==> config.mk <==
export PLATFORM = sky130hd
export DESIGN_NAME = mem_bus_arbiter_flat
export DESIGN_NICKNAME = d
export VERILOG_FILES = /design/src/rtl/mem_bus_arbiter_if.sv /design/src/rtl/mem_bus_arbiter.sv /design/src/flat_wrapper.sv
export SDC_FILE = /design/constraint.sdc
export NUM_CORES = 1
export LEC_CHECK = 0
export ABC_CLOCK_PERIOD_IN_PS = 3890
export CAP_MARGIN = 40
export CORE_ASPECT_RATIO = 1.25
export CORE_MARGIN = 3
export CORE_UTILIZATION = 30
export CTS_CLUSTER_DIAMETER = 100
export CTS_CLUSTER_SIZE = 24
export DETAILED_ROUTE_END_ITERATION = 10
export GPL_ROUTABILITY_DRIVEN = 0
export SLEW_MARGIN = 20
export SYNTH_ARGS = -nofsm -noshare
export SYNTH_HDL_FRONTEND = slang
export SYNTH_SLANG_ARGS = --single-unit
==> constraint.sdc <==
create_clock -name clk -period 3.89 [get_ports clk]
set_input_delay 0.5835 -clock clk [delete_from_list [all_inputs] [get_ports clk]]
set_output_delay 0.5835 -clock clk [all_outputs]
set_load 0.01 [all_outputs]
==> src/rtl/mem_bus_arbiter_if.sv <==
// Bus bundle between the two requesters (cpu, dma), the memory block and
// mem_bus_arbiter. The master modport is the environment side (requesters and
// memory); the slave modport is the arbiter side.
interface mem_bus_arbiter_if #(
    parameter int ADDR_W = 8,
    parameter int DATA_W = 8
);
    // CPU requester
    logic              cpu_req;
    logic              cpu_we;
    logic [ADDR_W-1:0] cpu_addr;
    logic [DATA_W-1:0] cpu_wdata;
    logic              cpu_gnt;
    logic              cpu_ack;
    // DMA/IO requester
    logic              dma_req;
    logic              dma_we;
    logic [ADDR_W-1:0] dma_addr;
    logic [DATA_W-1:0] dma_wdata;
    logic              dma_gnt;
    logic              dma_ack;
    // shared read return
    logic [DATA_W-1:0] rdata;
    // memory port
    logic              mem_rd;
    logic              mem_wr;
    logic [ADDR_W-1:0] mem_addr;
    logic [DATA_W-1:0] mem_wdata;
    logic [DATA_W-1:0] mem_rdata;
    logic              busy;

    modport master (
        output cpu_req, cpu_we, cpu_addr, cpu_wdata,
        output dma_req, dma_we, dma_addr, dma_wdata,
        output mem_rdata,
        input  cpu_gnt, cpu_ack, dma_gnt, dma_ack,
        input  rdata, mem_rd, mem_wr, mem_addr, mem_wdata, busy
    );

    modport slave (
        input  cpu_req, cpu_we, cpu_addr, cpu_wdata,
        input  dma_req, dma_we, dma_addr, dma_wdata,
        input  mem_rdata,
        output cpu_gnt, cpu_ack, dma_gnt, dma_ack,
        output rdata, mem_rd, mem_wr, mem_addr, mem_wdata, busy
    );
endinterface

==> src/rtl/mem_bus_arbiter.sv <==
// mem_bus_arbiter: shares one memory port between the CPU (port 0) and the
// DMA/IO engine (port 1). One request is latched at a time, strobed for
// WAIT_CYCLES+1 cycles, then acknowledged for one cycle before the bus is
// released. Ties are broken round-robin; defining MEM_ARB_FIXED_PRIO_EN
// makes the CPU always win a tie instead.
module mem_bus_arbiter #(
    parameter int ADDR_W      = 8,
    parameter int DATA_W      = 8,
    parameter int WAIT_CYCLES = 1   // 0..7
) (
    input  logic              clk,
    input  logic              rst,
    mem_bus_arbiter_if.slave  bus
);
    typedef enum logic [1:0] {
        IDLE   = 2'd0,
        ACCESS = 2'd1,
        DONE   = 2'd2
    } state_t;

    localparam logic [2:0] WAIT_INIT = 3'(WAIT_CYCLES);

    state_t            state_reg, state_next;
    logic              owner_reg;
    logic              we_reg;
    logic [ADDR_W-1:0] addr_reg;
    logic [DATA_W-1:0] wdata_reg;
    logic [DATA_W-1:0] rdata_reg;
    logic [2:0]        cnt_reg;

    logic [1:0]        req_vec;
    logic [1:0]        gnt_vec;
    logic [1:0]        ack_vec;
    logic              tie_owner;
    logic              sel_valid;
    logic              sel_owner;
    logic              sel_we;
    logic [ADDR_W-1:0] sel_addr;
    logic [DATA_W-1:0] sel_wdata;
    logic              owner_active;
    logic              ack_active;
    logic              mem_rd_next;
    logic              mem_wr_next;
    logic              last_beat;

    assign req_vec   = {bus.dma_req, bus.cpu_req};
    assign last_beat = (state_reg == ACCESS) && (cnt_reg == 3'd0);

`ifdef MEM_ARB_FIXED_PRIO_EN
    assign tie_owner = 1'b0;
`else
    logic last_owner_reg;

    assign tie_owner = ~last_owner_reg;

    // Remember who finished the last access so the other side wins the next tie.
    always_ff @(posedge clk) begin
        if (rst) begin
            last_owner_reg <= 1'b1;
        end else if (last_beat) begin
            last_owner_reg <= owner_reg;
        end
    end
`endif

    // Operands of whichever requester is being selected this cycle.
    assign sel_we    = sel_owner ? bus.dma_we    : bus.cpu_we;
    assign sel_addr  = sel_owner ? bus.dma_addr  : bus.cpu_addr;
    assign sel_wdata = sel_owner ? bus.dma_wdata : bus.cpu_wdata;

    // State register.
    always_ff @(posedge clk) begin
        if (rst) begin
            state_reg <= IDLE;
        end else begin
            state_reg <= state_next;
        end
    end

    // Next-state, requester selection and strobe decode.
    always_comb begin
        state_next   = state_reg;
        sel_valid    = 1'b0;
        sel_owner    = 1'b0;
        owner_active = 1'b0;
        ack_active   = 1'b0;
        mem_rd_next  = 1'b0;
        mem_wr_next  = 1'b0;
        case (state_reg)
            IDLE: begin
                if (req_vec != 2'b00) begin
                    sel_valid  = 1'b1;
                    sel_owner  = (req_vec == 2'b11) ? tie_owner : req_vec[1];
                    state_next = ACCESS;
                end
            end
            ACCESS: begin
                owner_active = 1'b1;
                mem_rd_next  = ~we_reg;
                mem_wr_next  = we_reg;
                if (cnt_reg == 3'd0) begin
                    state_next = DONE;
                end
            end
            DONE: begin
                owner_active = 1'b1;
                ack_active   = 1'b1;
                state_next   = IDLE;
            end
            default: begin
                state_next = IDLE;
            end
        endcase
    end

    // Latch the selected request, count wait states, capture read data.
    always_ff @(posedge clk) begin
        if (rst) begin
            owner_reg <= 1'b0;
            we_reg    <= 1'b0;
            addr_reg  <= '0;
            wdata_reg <= '0;
            rdata_reg <= '0;
            cnt_reg   <= 3'd0;
        end else if (sel_valid) begin
            owner_reg <= sel_owner;
            we_reg    <= sel_we;
            addr_reg  <= sel_addr;
            wdata_reg <= sel_wdata;
            cnt_reg   <= WAIT_INIT;
        end else if (state_reg == ACCESS) begin
            if (cnt_reg == 3'd0) begin
                if (!we_reg) begin
                    rdata_reg <= bus.mem_rdata;
                end
            end else begin
                cnt_reg <= cnt_reg - 3'd1;
            end
        end
    end

    // Per-port grant/ack decode from the single owner register.
    genvar gi;
    for (gi = 0; gi < 2; gi++) begin : g_port
        assign gnt_vec[gi] = owner_active && (owner_reg == 1'(gi));
        assign ack_vec[gi] = ack_active   && (owner_reg == 1'(gi));
    end

    assign bus.cpu_gnt   = gnt_vec[0];
    assign bus.dma_gnt   = gnt_vec[1];
    assign bus.cpu_ack   = ack_vec[0];
    assign bus.dma_ack   = ack_vec[1];
    assign bus.rdata     = rdata_reg;
    assign bus.mem_rd    = mem_rd_next;
    assign bus.mem_wr    = mem_wr_next;
    assign bus.mem_addr  = addr_reg;
    assign bus.mem_wdata = wdata_reg;
    assign bus.busy      = (state_reg != IDLE);
endmodule

==> src/flat_wrapper.sv <==
// flat-port wrapper written by rule: the top's interface ports become plain ports
module mem_bus_arbiter_flat 
#(
    parameter int ADDR_W      = 8,
    parameter int DATA_W      = 8,
    parameter int WAIT_CYCLES = 1          
)
  (clk, rst, bus_cpu_req, bus_cpu_we, bus_cpu_addr, bus_cpu_wdata, bus_dma_req, bus_dma_we, bus_dma_addr, bus_dma_wdata, bus_mem_rdata, bus_cpu_gnt, bus_cpu_ack, bus_dma_gnt, bus_dma_ack, bus_rdata, bus_mem_rd, bus_mem_wr, bus_mem_addr, bus_mem_wdata, bus_busy);
  mem_bus_arbiter_if #(.ADDR_W(ADDR_W), .DATA_W(DATA_W)) bus_i ();
  input  logic clk;
  input  logic rst;
  input wire logic [$bits(bus_i.cpu_req)-1:0] bus_cpu_req;
  input wire logic [$bits(bus_i.cpu_we)-1:0] bus_cpu_we;
  input wire logic [$bits(bus_i.cpu_addr)-1:0] bus_cpu_addr;
  input wire logic [$bits(bus_i.cpu_wdata)-1:0] bus_cpu_wdata;
  input wire logic [$bits(bus_i.dma_req)-1:0] bus_dma_req;
  input wire logic [$bits(bus_i.dma_we)-1:0] bus_dma_we;
  input wire logic [$bits(bus_i.dma_addr)-1:0] bus_dma_addr;
  input wire logic [$bits(bus_i.dma_wdata)-1:0] bus_dma_wdata;
  input wire logic [$bits(bus_i.mem_rdata)-1:0] bus_mem_rdata;
  output wire logic [$bits(bus_i.cpu_gnt)-1:0] bus_cpu_gnt;
  output wire logic [$bits(bus_i.cpu_ack)-1:0] bus_cpu_ack;
  output wire logic [$bits(bus_i.dma_gnt)-1:0] bus_dma_gnt;
  output wire logic [$bits(bus_i.dma_ack)-1:0] bus_dma_ack;
  output wire logic [$bits(bus_i.rdata)-1:0] bus_rdata;
  output wire logic [$bits(bus_i.mem_rd)-1:0] bus_mem_rd;
  output wire logic [$bits(bus_i.mem_wr)-1:0] bus_mem_wr;
  output wire logic [$bits(bus_i.mem_addr)-1:0] bus_mem_addr;
  output wire logic [$bits(bus_i.mem_wdata)-1:0] bus_mem_wdata;
  output wire logic [$bits(bus_i.busy)-1:0] bus_busy;
  assign bus_i.cpu_req = bus_cpu_req;
  assign bus_i.cpu_we = bus_cpu_we;
  assign bus_i.cpu_addr = bus_cpu_addr;
  assign bus_i.cpu_wdata = bus_cpu_wdata;
  assign bus_i.dma_req = bus_dma_req;
  assign bus_i.dma_we = bus_dma_we;
  assign bus_i.dma_addr = bus_dma_addr;
  assign bus_i.dma_wdata = bus_dma_wdata;
  assign bus_i.mem_rdata = bus_mem_rdata;
  assign bus_cpu_gnt = bus_i.cpu_gnt;
  assign bus_cpu_ack = bus_i.cpu_ack;
  assign bus_dma_gnt = bus_i.dma_gnt;
  assign bus_dma_ack = bus_i.dma_ack;
  assign bus_rdata = bus_i.rdata;
  assign bus_mem_rd = bus_i.mem_rd;
  assign bus_mem_wr = bus_i.mem_wr;
  assign bus_mem_addr = bus_i.mem_addr;
  assign bus_mem_wdata = bus_i.mem_wdata;
  assign bus_busy = bus_i.busy;
  mem_bus_arbiter #(.ADDR_W(ADDR_W), .DATA_W(DATA_W), .WAIT_CYCLES(WAIT_CYCLES)) u_core (.clk(clk), .rst(rst), .bus(bus_i));
endmodule
==> flow_summary_export.csv, run 1 <==
group,metric,value,unit
placement,dp.cells,309,
cts,ctsHoldBuffers,0,
cts,clockRootBuffer,"clkbuf_8",
sta,fmax,0.416,GHz
global_routing,antenna_found_initial,0,
synthesis,synthDominantCellAreaShare,37.9,%
cts,clock_path_buffers,2,
sta,skew,10.2,ps
cts,cts_setup_buffers,0,
cts,numCtsBuffers,5,
sta,final_max_slew_viol_count,0,
finish,layout_common_cells,"76 x clkdlybuf4s50_1, 32 x dfxtp_1, 22 x inv_1, 20 x nor2_1",
global_routing,grt_pass1_wl,7220,µm
floorplan,rows,29,
sta,worst_pin_slew,664,ps
routing,wire_per_inst,13.6,µm
cts,cts_tree,"yes",
synthesis,synth_seq_area_share,37.9,%
finish,layout-drive-gt1-share,10.2,%
power,power_density,411,nW/µm²
finish,nets,306,
worst_setup_path,worstPathMaxFanout,18,
synthesis,synth.avg_cell_area,9.29,µm²
cts,clk_latency,290,ps
sta,relSlewSlack,55.7,%
sta,period_needed,2400,ps
synthesis,synth_ff_type,"dfxtp_1",
finish,final_cells,318,
global_routing,grt-ovfl-total,0,
floorplan,core,5260,µm²
routing,vias,1562,
routing,drt_first_iter_violations,82,
power,p_leak,0.962,nW
min_path,hp-class,"reg2reg",
routing,first_pass_iters,4,
cts,htree_levels,2,
flow_run,cap_violations,0,
synthesis,synth-seq-cells,32,
finish,multiInputGateArea,898,µm²
power,peakVddDrop,0.229,mV
worst_setup_path,critPathKind,"reg2out",
outcome,outcome,"complete, no violations",
finish,fillers,513,
floorplan,die_h,89.9,µm
power,swShare,33.2,%
finish,area_growth,53.9,%
routing,postRouteAntennaNets,0,
routing,wirelength,4330,µm
sta,finalCritPeriodShare,61.8,%
sta,tns,0,ps
synthesis,async_flop_share,0,%
power,internal_power,0.714,mW
sta,setup_viol,0,
power,p_seq_share,37.8,%
cts,cts.clk_slew.worst_paths,80,ps
synthesis,syn-instance-count,182,
worst_setup_path,critPathRequiredTime,3310,ps
global_routing,grt_max_degree,29,
global_routing,grt_usage,13.6,%
worst_setup_path,start_kind,"register",
worst_setup_path,crit_path_end_kind,"primary output",
floorplan,die_x,73.1,µm
power,comb_power_share,37.8,%
synthesis,post_synth_num_cell_types,33,
worst_setup_path,crit_arrival,1820,ps
placement,dpl.hpwl,3050,µm
synthesis,synth_top_cell_by_area,"dfxtp_1",
floorplan,start_util,32.1,%
synthesis,yosys_warnings,0,
global_routing,first_global_vias,1549,
finish,postLayoutCoreUtil,49.4,%
routing,vias_per_cell,4.91,
power,power.switching,0.355,mW
routing,remaining_drc_errors,0,
floorplan,fp.dieArea,6580,µm²
synthesis,netlist_area,1690,µm²
sta,rsz0062_at_grt,"no",
floorplan,io-pin-count,77,
placement,io_buffer_count,76,
finish,seq_area,641,µm²
power,clkPwrFrac,24.4,%
cts,cts.sinks,32,
synthesis,synth_nets,233,
sta,hold_violations,0,
finish,n_antenna_cell,0,
synthesis,synth.area.top_cells,"dfxtp_1 38%, a2111oi_2 8.9%, a2111oi_0 8.8%",
finish,final_common_cell,"clkdlybuf4s50_1",
synthesis,synth-edff-count,0,
cts,ctsResizeCount,0,
[per-layer routing]
layer	up-vias	GRT usage [%]	routed length (µm)
li1	809	-	-
met1	687	17.4	1910
met2	61	20.7	1930
met3	5	5.13	423
met4	0	4.15	58
met5	-	0	0
[synthesized netlist by cell type, drive strengths merged (2+ instances only)]
library cell	number
a2111oi	34
a211o	3
a21oi	2
and2	3
and3	2
buf	6
clkbuf	8
dfxtp	32
ha	5
inv	23
mux2i	9
nand2	2
nand2b	17
nor2	21
nor2b	3
nor3	2
o31ai	2
[worst paths after layout]
check	startpoint	to	slack, ps	cells after the start
min reg2reg	u_core.bus.rdata[6]$_SDFFE_PP0P_	u_core.bus.rdata[6]$_SDFFE_PP0P_	480	2
max	u_core.state_reg[0]$_SDFFE_PP0P_	bus_busy	1490	4
max reg2reg	u_core.state_reg[1]$_SDFFE_PP0P_	u_core.bus.rdata[7]$_SDFFE_PP0P_	2130	5
min	u_core.bus.rdata[6]$_SDFFE_PP0P_	u_core.bus.rdata[6]$_SDFFE_PP0P_	480	2
[metrics by stage]
| step | cell area [µm²] | total power, mW | setup WS (ps) | hold slack [ps] |
|---|---|---|---|---|
| final | 2600 | 1.07 | 1490 | 480 |
| after global routing | 2600 | 1.14 | 1380 | 492 |
| after CTS | 2590 | 1.08 | 1470 | 483 |
| after detailed placement | 2490 | 0.813 | 1260 | 463 |
| after global placement | 2480 | 0.806 | 1310 | 463 |
| after floorplan | 1690 | 0.631 | 2270 | 456 |
[final cells by class]
cell class / count / area share, %
well taps: 62 / 2.98
repair buffers: 80 / 31.0
inverters: 23 / 3.32
clock inverters: 3 / 0.914
flip-flops and latches: 32 / 24.6
clock buffers: 5 / 2.65
multi-input cells: 113 / 34.5
[worst max-delay path, stage by stage, from the launching register on]
cell             delay, ps
dfxtp_1                340
inv_1                   70
ha_1                   280
inv_2                  250
clkdlybuf4s50_1        590
[power groups by stage]
stage                     clock network (mW)  logic [mW]  registers, mW
final                                  0.261       0.404          0.404
after global placement                     0       0.394          0.412
after floorplan                            0       0.206          0.425
after global routing                   0.283       0.446          0.410
after CTS                              0.272       0.404          0.404
after detailed placement                   0       0.402          0.411
[cells by family (layout without fill, tap and decap cells)]
family,Yosys count,count (layout),share of synthesized area [%]
AOI/OAI and AO/OA,47,47,27.4
adders and majority gates,5,5,3.70
buffers and inverters,37,111,8.96
DFF,32,32,37.9
muxes,9,9,5.33
and+or+nand+nor,52,52,16.7
Note: power is estimated with default switching activity, not from simulation.
==> run 2, diff against run 1 <==
--- a/config.mk
+++ b/config.mk
@@ -5,7 +5,7 @@
 export SDC_FILE = /design/constraint.sdc
 export NUM_CORES = 1
 export LEC_CHECK = 0
-export ABC_CLOCK_PERIOD_IN_PS = 3890
+export ABC_CLOCK_PERIOD_IN_PS = 2300
 export CAP_MARGIN = 40
 export CORE_ASPECT_RATIO = 1.25
 export CORE_MARGIN = 3
==> constraint.sdc (replaced) <==
create_clock -name clk -period 2.3 [get_ports clk]
set_input_delay 0.345 -clock clk [delete_from_list [all_inputs] [get_ports clk]]
set_output_delay 0.345 -clock clk [all_outputs]
set_load 0.01 [all_outputs]
==> run 2 against run 1 <==
Utilization increased by 0.21 points. Clock-buffer cell count is the same. Cell count up 0.94%. Cell area is 0.43% higher. Clock power increased by 68%. Clock skew down 3.1 ps. Critical path depth is the same. Critical path type unchanged. Sequential power grew 69%. First-iteration DRC count shrank 43%. Power grew 69%. Largest cell class unchanged. Via count is 0.51% higher. Die area unchanged.
==> flow_summary_export.csv, run 2 (synthesis results as in run 1) <==
group,metric,value,unit
worst_setup_path,worstPathMaxFanout,18,
cts,htree_levels,2,
routing,first_pass_iters,4,
outcome,outcome,"complete, no violations",
power,clkPwrFrac,24.3,%
cts,cts_setup_buffers,0,
routing,vias,1570,
finish,final_common_cell,"clkdlybuf4s50_1",
finish,n_antenna_cell,0,
sta,relSlewSlack,57.4,%
sta,setup_viol,0,
global_routing,grt_usage,13.9,%
worst_setup_path,start_kind,"register",
min_path,hold_start,"u_core.bus.rdata[0]$_SDFFE_PP0P_",
cts,cts_tree,"yes",
cts,ctsHoldBuffers,0,
worst_setup_path,critPathRequiredTime,1960,ps
global_routing,antenna_found_initial,0,
cts,clk_latency,290,ps
finish,area_growth,54.6,%
cts,cts.sinks,32,
worst_setup_path,cp_num_buf_inv,3,
finish,layout-drive-gt1-share,11.2,%
sta,final_max_slew_viol_count,0,
power,swShare,33.2,%
power,p_leak,0.973,nW
sta,fmax,0.460,GHz
placement,io_buffer_count,76,
worst_setup_path,rr_worst_depth,6,
floorplan,die_h,89.9,µm
sta,skew,7.12,ps
sta,setup_slack,128,ps
worst_setup_path,crit_path_end_kind,"primary output",
global_routing,grt_pass1_wl,7350,µm
cts,ctsResizeCount,0,
worst_setup_path,r2r-end,"u_core.bus.mem_addr[0]$_SDFFE_PP0P_",
floorplan,io-pin-count,77,
sta,period_needed,2170,ps
power,comb_power_share,38.0,%
floorplan,fp.dieArea,6580,µm²
worst_setup_path,cp_cell_sequence,"inv_1 > ha_1 > inv_2 > clkdlybuf4s50_1",
global_routing,first_global_vias,1529,
worst_setup_path,critPathTopFamily,"buffers and inverters",
floorplan,core,5260,µm²
cts,numCtsBuffers,5,
min_path,hold_depth,2,
placement,place_ws,134,ps
worst_setup_path,rr_startpoint,"u_core.state_reg[0]$_SDFFE_PP0P_",
worst_setup_path,ff2ff_setup_slack,520,ps
flow_run,cap_violations,0,
cts,cts.clk_slew.worst_paths,80,ps
routing,drt_first_iter_violations,47,
finish,layout_common_cells,"76 x clkdlybuf4s50_1, 32 x dfxtp_1, 22 x inv_1, 20 x nor2_1",
min_path,min_to,"u_core.bus.rdata[0]$_SDFFE_PP0P_",
power,peakVddDrop,0.288,mV
floorplan,die_x,73.1,µm
cts,clockRootBuffer,"clkbuf_8",
sta,tns,0,ps
sta,rsz0062_at_grt,"no",
global_routing,grt-ovfl-total,0,
finish,postLayoutCoreUtil,49.7,%
worst_setup_path,crit_arrival,1830,ps
routing,remaining_drc_errors,0,
power,power_density,693,nW/µm²
global_routing,grt_max_degree,43,
routing,wire_per_inst,14.0,µm
worst_setup_path,critPathKind,"reg2out",
finish,nets,309,
placement,dpl.hpwl,3290,µm
routing,wirelength,4490,µm
sta,worst_pin_slew,622,ps
worst_setup_path,max_stage_delay,590,ps
routing,postRouteAntennaNets,0,
floorplan,start_util,32.1,%
sta,finalCritPeriodShare,94.4,%
worst_setup_path,slowest_stage,"clkdlybuf4s50_1",
routing,vias_per_cell,4.89,
floorplan,rows,29,
power,internal_power,1.21,mW
power,p_seq_share,37.7,%
cts,clock_path_buffers,2,
sta,hold_violations,0,
min_path,hp-class,"reg2reg",
power,power.switching,0.600,mW
run 2: changes by cell type in the layout (fill, tap and decap cells not counted), sizes merged:
cell / delta
buf: +3
run 2: worst max path at each step:
| stage | start | end | slack, ps | cells after the start |
|---|---|---|---|---|
| 2_1_floorplan | u_core.state_reg[0]$_SDFFE_PP0P_ | u_core.bus.mem_addr[0]$_SDFFE_PP0P_ | 710 | 6 |
| 3_3_place_gp | bus_cpu_req | u_core.bus.mem_addr[5]$_SDFFE_PP0P_ | 90 | 4 |
| 3_5_place_dp | bus_cpu_req | u_core.bus.mem_addr[0]$_SDFFE_PP0P_ | 130 | 5 |
| 4_1_cts | u_core.state_reg[0]$_SDFFE_PP0P_ | bus_busy | 110 | 4 |
| 5_1_grt | u_core.state_reg[0]$_SDFFE_PP0P_ | bus_busy | 20 | 4 |
| 6_report | u_core.state_reg[0]$_SDFFE_PP0P_ | bus_busy | 130 | 4 |
run 2: area by class of cell:
class                   count  area, µm²
clock buffers               5       68.8
clock inverters             3       23.8
fillers                   509       2650
inverters                  23       86.3
multi-input cells         113        898
flip-flops and latches     32        641
well taps                  62       77.6
repair buffers             83        817
run 2: power by group through the flow:
| stage | clock [mW] | combinational [mW] | sequential (mW) |
|---|---|---|---|
| finish | 0.439 | 0.688 | 0.683 |
| global route | 0.479 | 0.758 | 0.694 |
| CTS | 0.460 | 0.696 | 0.684 |
| detailed placement | 0 | 0.694 | 0.697 |
| global placement | 0 | 0.684 | 0.696 |
| floorplan | 0 | 0.348 | 0.720 |
run 2: per-layer routing:
layer  GRT usage (%)  wire [µm]  up-vias
met2            20.7       1990       55
met1            18.6       2080      698
li1                -          -      812
met3            4.46        357        5
met4            4.62         61        0
met5               0          0        -
run 2: metrics by stage:
step           hold slack (ps)  power [mW]  instances  area, µm²
6_report                   480        1.81        321       2610
4_1_cts                    485        1.84        321       2610
3_5_place_dp               468        1.39        313       2520
2_1_floorplan              456        1.07        182       1690
5_1_grt                    496        1.93        321       2610
3_3_place_gp               462        1.38        312       2510
run 2: tightest hold or removal path: stages, from the launching register on:
cell	delay, ps
dfxtp_1	320
nand2b_1	60
mux2i_1	50
==> run 3, diff against run 2 <==
--- a/config.mk
+++ b/config.mk
@@ -14,6 +14,7 @@
 export CTS_CLUSTER_SIZE = 24
 export DETAILED_ROUTE_END_ITERATION = 10
 export GPL_ROUTABILITY_DRIVEN = 0
+export MAX_ROUTING_LAYER = met4
 export SLEW_MARGIN = 20
 export SYNTH_ARGS = -nofsm -noshare
 export SYNTH_HDL_FRONTEND = slang
==> run 3 against run 2 <==
Cell count did not move. Critical path depth did not move. Die area did not move. Routed wire length rose by 0.33%. Global-route usage rose by 0.40 points. Via count fell by 0.13%. Combinational power barely moved. Power rose by 0.14%. Register-to-register slack barely moved. Critical endpoint unchanged. Largest cell class unchanged.
==> flow_summary_export.csv, run 3 (synthesis results as in run 1) <==
group,metric,value,unit
global_routing,first_global_vias,1520,
sta,finalCritPeriodShare,94.6,%
power,peakVddDrop,0.288,mV
finish,nets,309,
placement,dpl.hpwl,3290,µm
finish,multiInputGateArea,898,µm²
routing,wl_met2,1950,µm
flow_run,cap_violations,0,
worst_setup_path,start_kind,"register",
sta,fmax,0.460,GHz
cts,clk_latency,290,ps
sta,rsz0062_at_grt,"no",
routing,top_layer,"met4",
power,p_leak,0.973,nW
floorplan,die_h,89.9,µm
worst_setup_path,ff2ff_setup_slack,520,ps
cts,clockRootBuffer,"clkbuf_8",
global_routing,grt_max_degree,43,
finish,seq_area,641,µm²
global_routing,antenna_found_initial,0,
cts,htree_levels,2,
floorplan,rows,29,
min_path,hold_start,"u_core.bus.rdata[0]$_SDFFE_PP0P_",
routing,wl_met1,2170,µm
cts,clock_path_buffers,2,
global_routing,grt_usage,14.3,%
worst_setup_path,critPathRequiredTime,1960,ps
global_routing,grt_pass1_wl,7360,µm
worst_setup_path,rr_worst_depth,6,
routing,routed-wl-met3,313,µm
sta,final_max_slew_viol_count,0,
floorplan,io-pin-count,77,
sta,worst_pin_slew,622,ps
floorplan,start_util,32.1,%
floorplan,core,5260,µm²
routing,vias_per_cell,4.88,
cts,cts_tree,"yes",
sta,setup_viol,0,
sta,skew,6.62,ps
cts,cts.clk_slew.worst_paths,80,ps
routing,remaining_drc_errors,0,
worst_setup_path,max_stage_delay,590,ps
routing,wire_per_inst,14.0,µm
routing,first_pass_iters,3,
worst_setup_path,crit_arrival,1830,ps
worst_setup_path,slowest_stage,"clkdlybuf4s50_1",
worst_setup_path,rr_startpoint,"u_core.state_reg[0]$_SDFFE_PP0P_",
worst_setup_path,crit_path_end_kind,"primary output",
placement,io_buffer_count,76,
routing,drt_first_iter_violations,48,
power,power,1.81,mW
cts,cts_setup_buffers,0,
finish,area_growth,54.6,%
cts,cts.sinks,32,
worst_setup_path,worstPathMaxFanout,18,
finish,layout-drive-gt1-share,11.2,%
sta,tns,0,ps
worst_setup_path,cp_cell_sequence,"inv_1 > ha_1 > inv_2 > clkdlybuf4s50_1",
routing,postRouteAntennaNets,0,
power,power_density,694,nW/µm²
sta,relSlewSlack,57.5,%
routing,vias,1568,
finish,n_antenna_cell,0,
worst_setup_path,r2r-end,"u_core.bus.mem_addr[0]$_SDFFE_PP0P_",
floorplan,die_x,73.1,µm
outcome,outcome,"complete, no violations",
cts,ctsResizeCount,0,
floorplan,fp.dieArea,6580,µm²
global_routing,grt-ovfl-total,0,
cts,numCtsBuffers,5,
finish,layout_common_cells,"76 x clkdlybuf4s50_1, 32 x dfxtp_1, 22 x inv_1, 20 x nor2_1",
finish,final_common_cell,"clkdlybuf4s50_1",
min_path,hold_depth,2,
finish,fillers,509,
sta,period_needed,2170,ps
min_path,min_to,"u_core.bus.rdata[0]$_SDFFE_PP0P_",
cts,ctsHoldBuffers,0,
sta,hold_violations,0,
worst_setup_path,critPathKind,"reg2out",
min_path,hp-class,"reg2reg",
routing,wirelength,4510,µm
[run 3: metrics by stage]
stage / instance area, µm² / setup slack, ps / hold WS (ps) / cells / util [%]
6_report: 2610 / 125 / 480 / 321 / 49.7
3_5_place_dp: 2520 / 134 / 468 / 313 / 47.9
2_1_floorplan: 1690 / 707 / 456 / 182 / -
3_3_place_gp: 2510 / 91.1 / 462 / 312 / 47.7
5_1_grt: 2610 / 17.3 / 496 / 321 / 49.7
4_1_cts: 2610 / 111 / 485 / 321 / 49.7
[run 3: worst max path at each step]
stage                                                start  depth (start not counted)  slack [ps]                                  end
final                     u_core.state_reg[0]$_SDFFE_PP0P_                          4         130                             bus_busy
after global routing      u_core.state_reg[0]$_SDFFE_PP0P_                          4          20                             bus_busy
after CTS                 u_core.state_reg[0]$_SDFFE_PP0P_                          4         110                             bus_busy
after detailed placement                       bus_cpu_req                          5         130  u_core.bus.mem_addr[0]$_SDFFE_PP0P_
after global placement                         bus_cpu_req                          4          90  u_core.bus.mem_addr[5]$_SDFFE_PP0P_
after floorplan           u_core.state_reg[0]$_SDFFE_PP0P_                          6         710  u_core.bus.mem_addr[0]$_SDFFE_PP0P_
[run 3: power by group]
group | switching [mW] | internal, mW
Combinational | 0.329 | 0.359
Sequential | 0.0464 | 0.637
Clock | 0.228 | 0.214
[run 3: area by class of cell]
| cell class | count | area share [%] |
|---|---|---|
| clock buffer | 5 | 2.63 |
| clock inverter | 3 | 0.910 |
| inverter | 23 | 3.30 |
| multi-input combinational | 113 | 34.4 |
| sequential | 32 | 24.5 |
| tap | 62 | 2.97 |
| timing repair buffer | 83 | 31.3 |
[run 3: layer usage]
metal  track usage [%]  up-vias
li1                  -      812
met1              19.3      698
met2              20.6       53
met3              3.79        5
met4              4.62        0
met5                 -        -
[run 3: worst max-delay path, delay by kind of cell, from the launching register on]
kind                     cells  cell delay [ps]
buffers and inverters        3              910
flip-flops                   1              340
adder cells (fa/ha/maj)      1              290
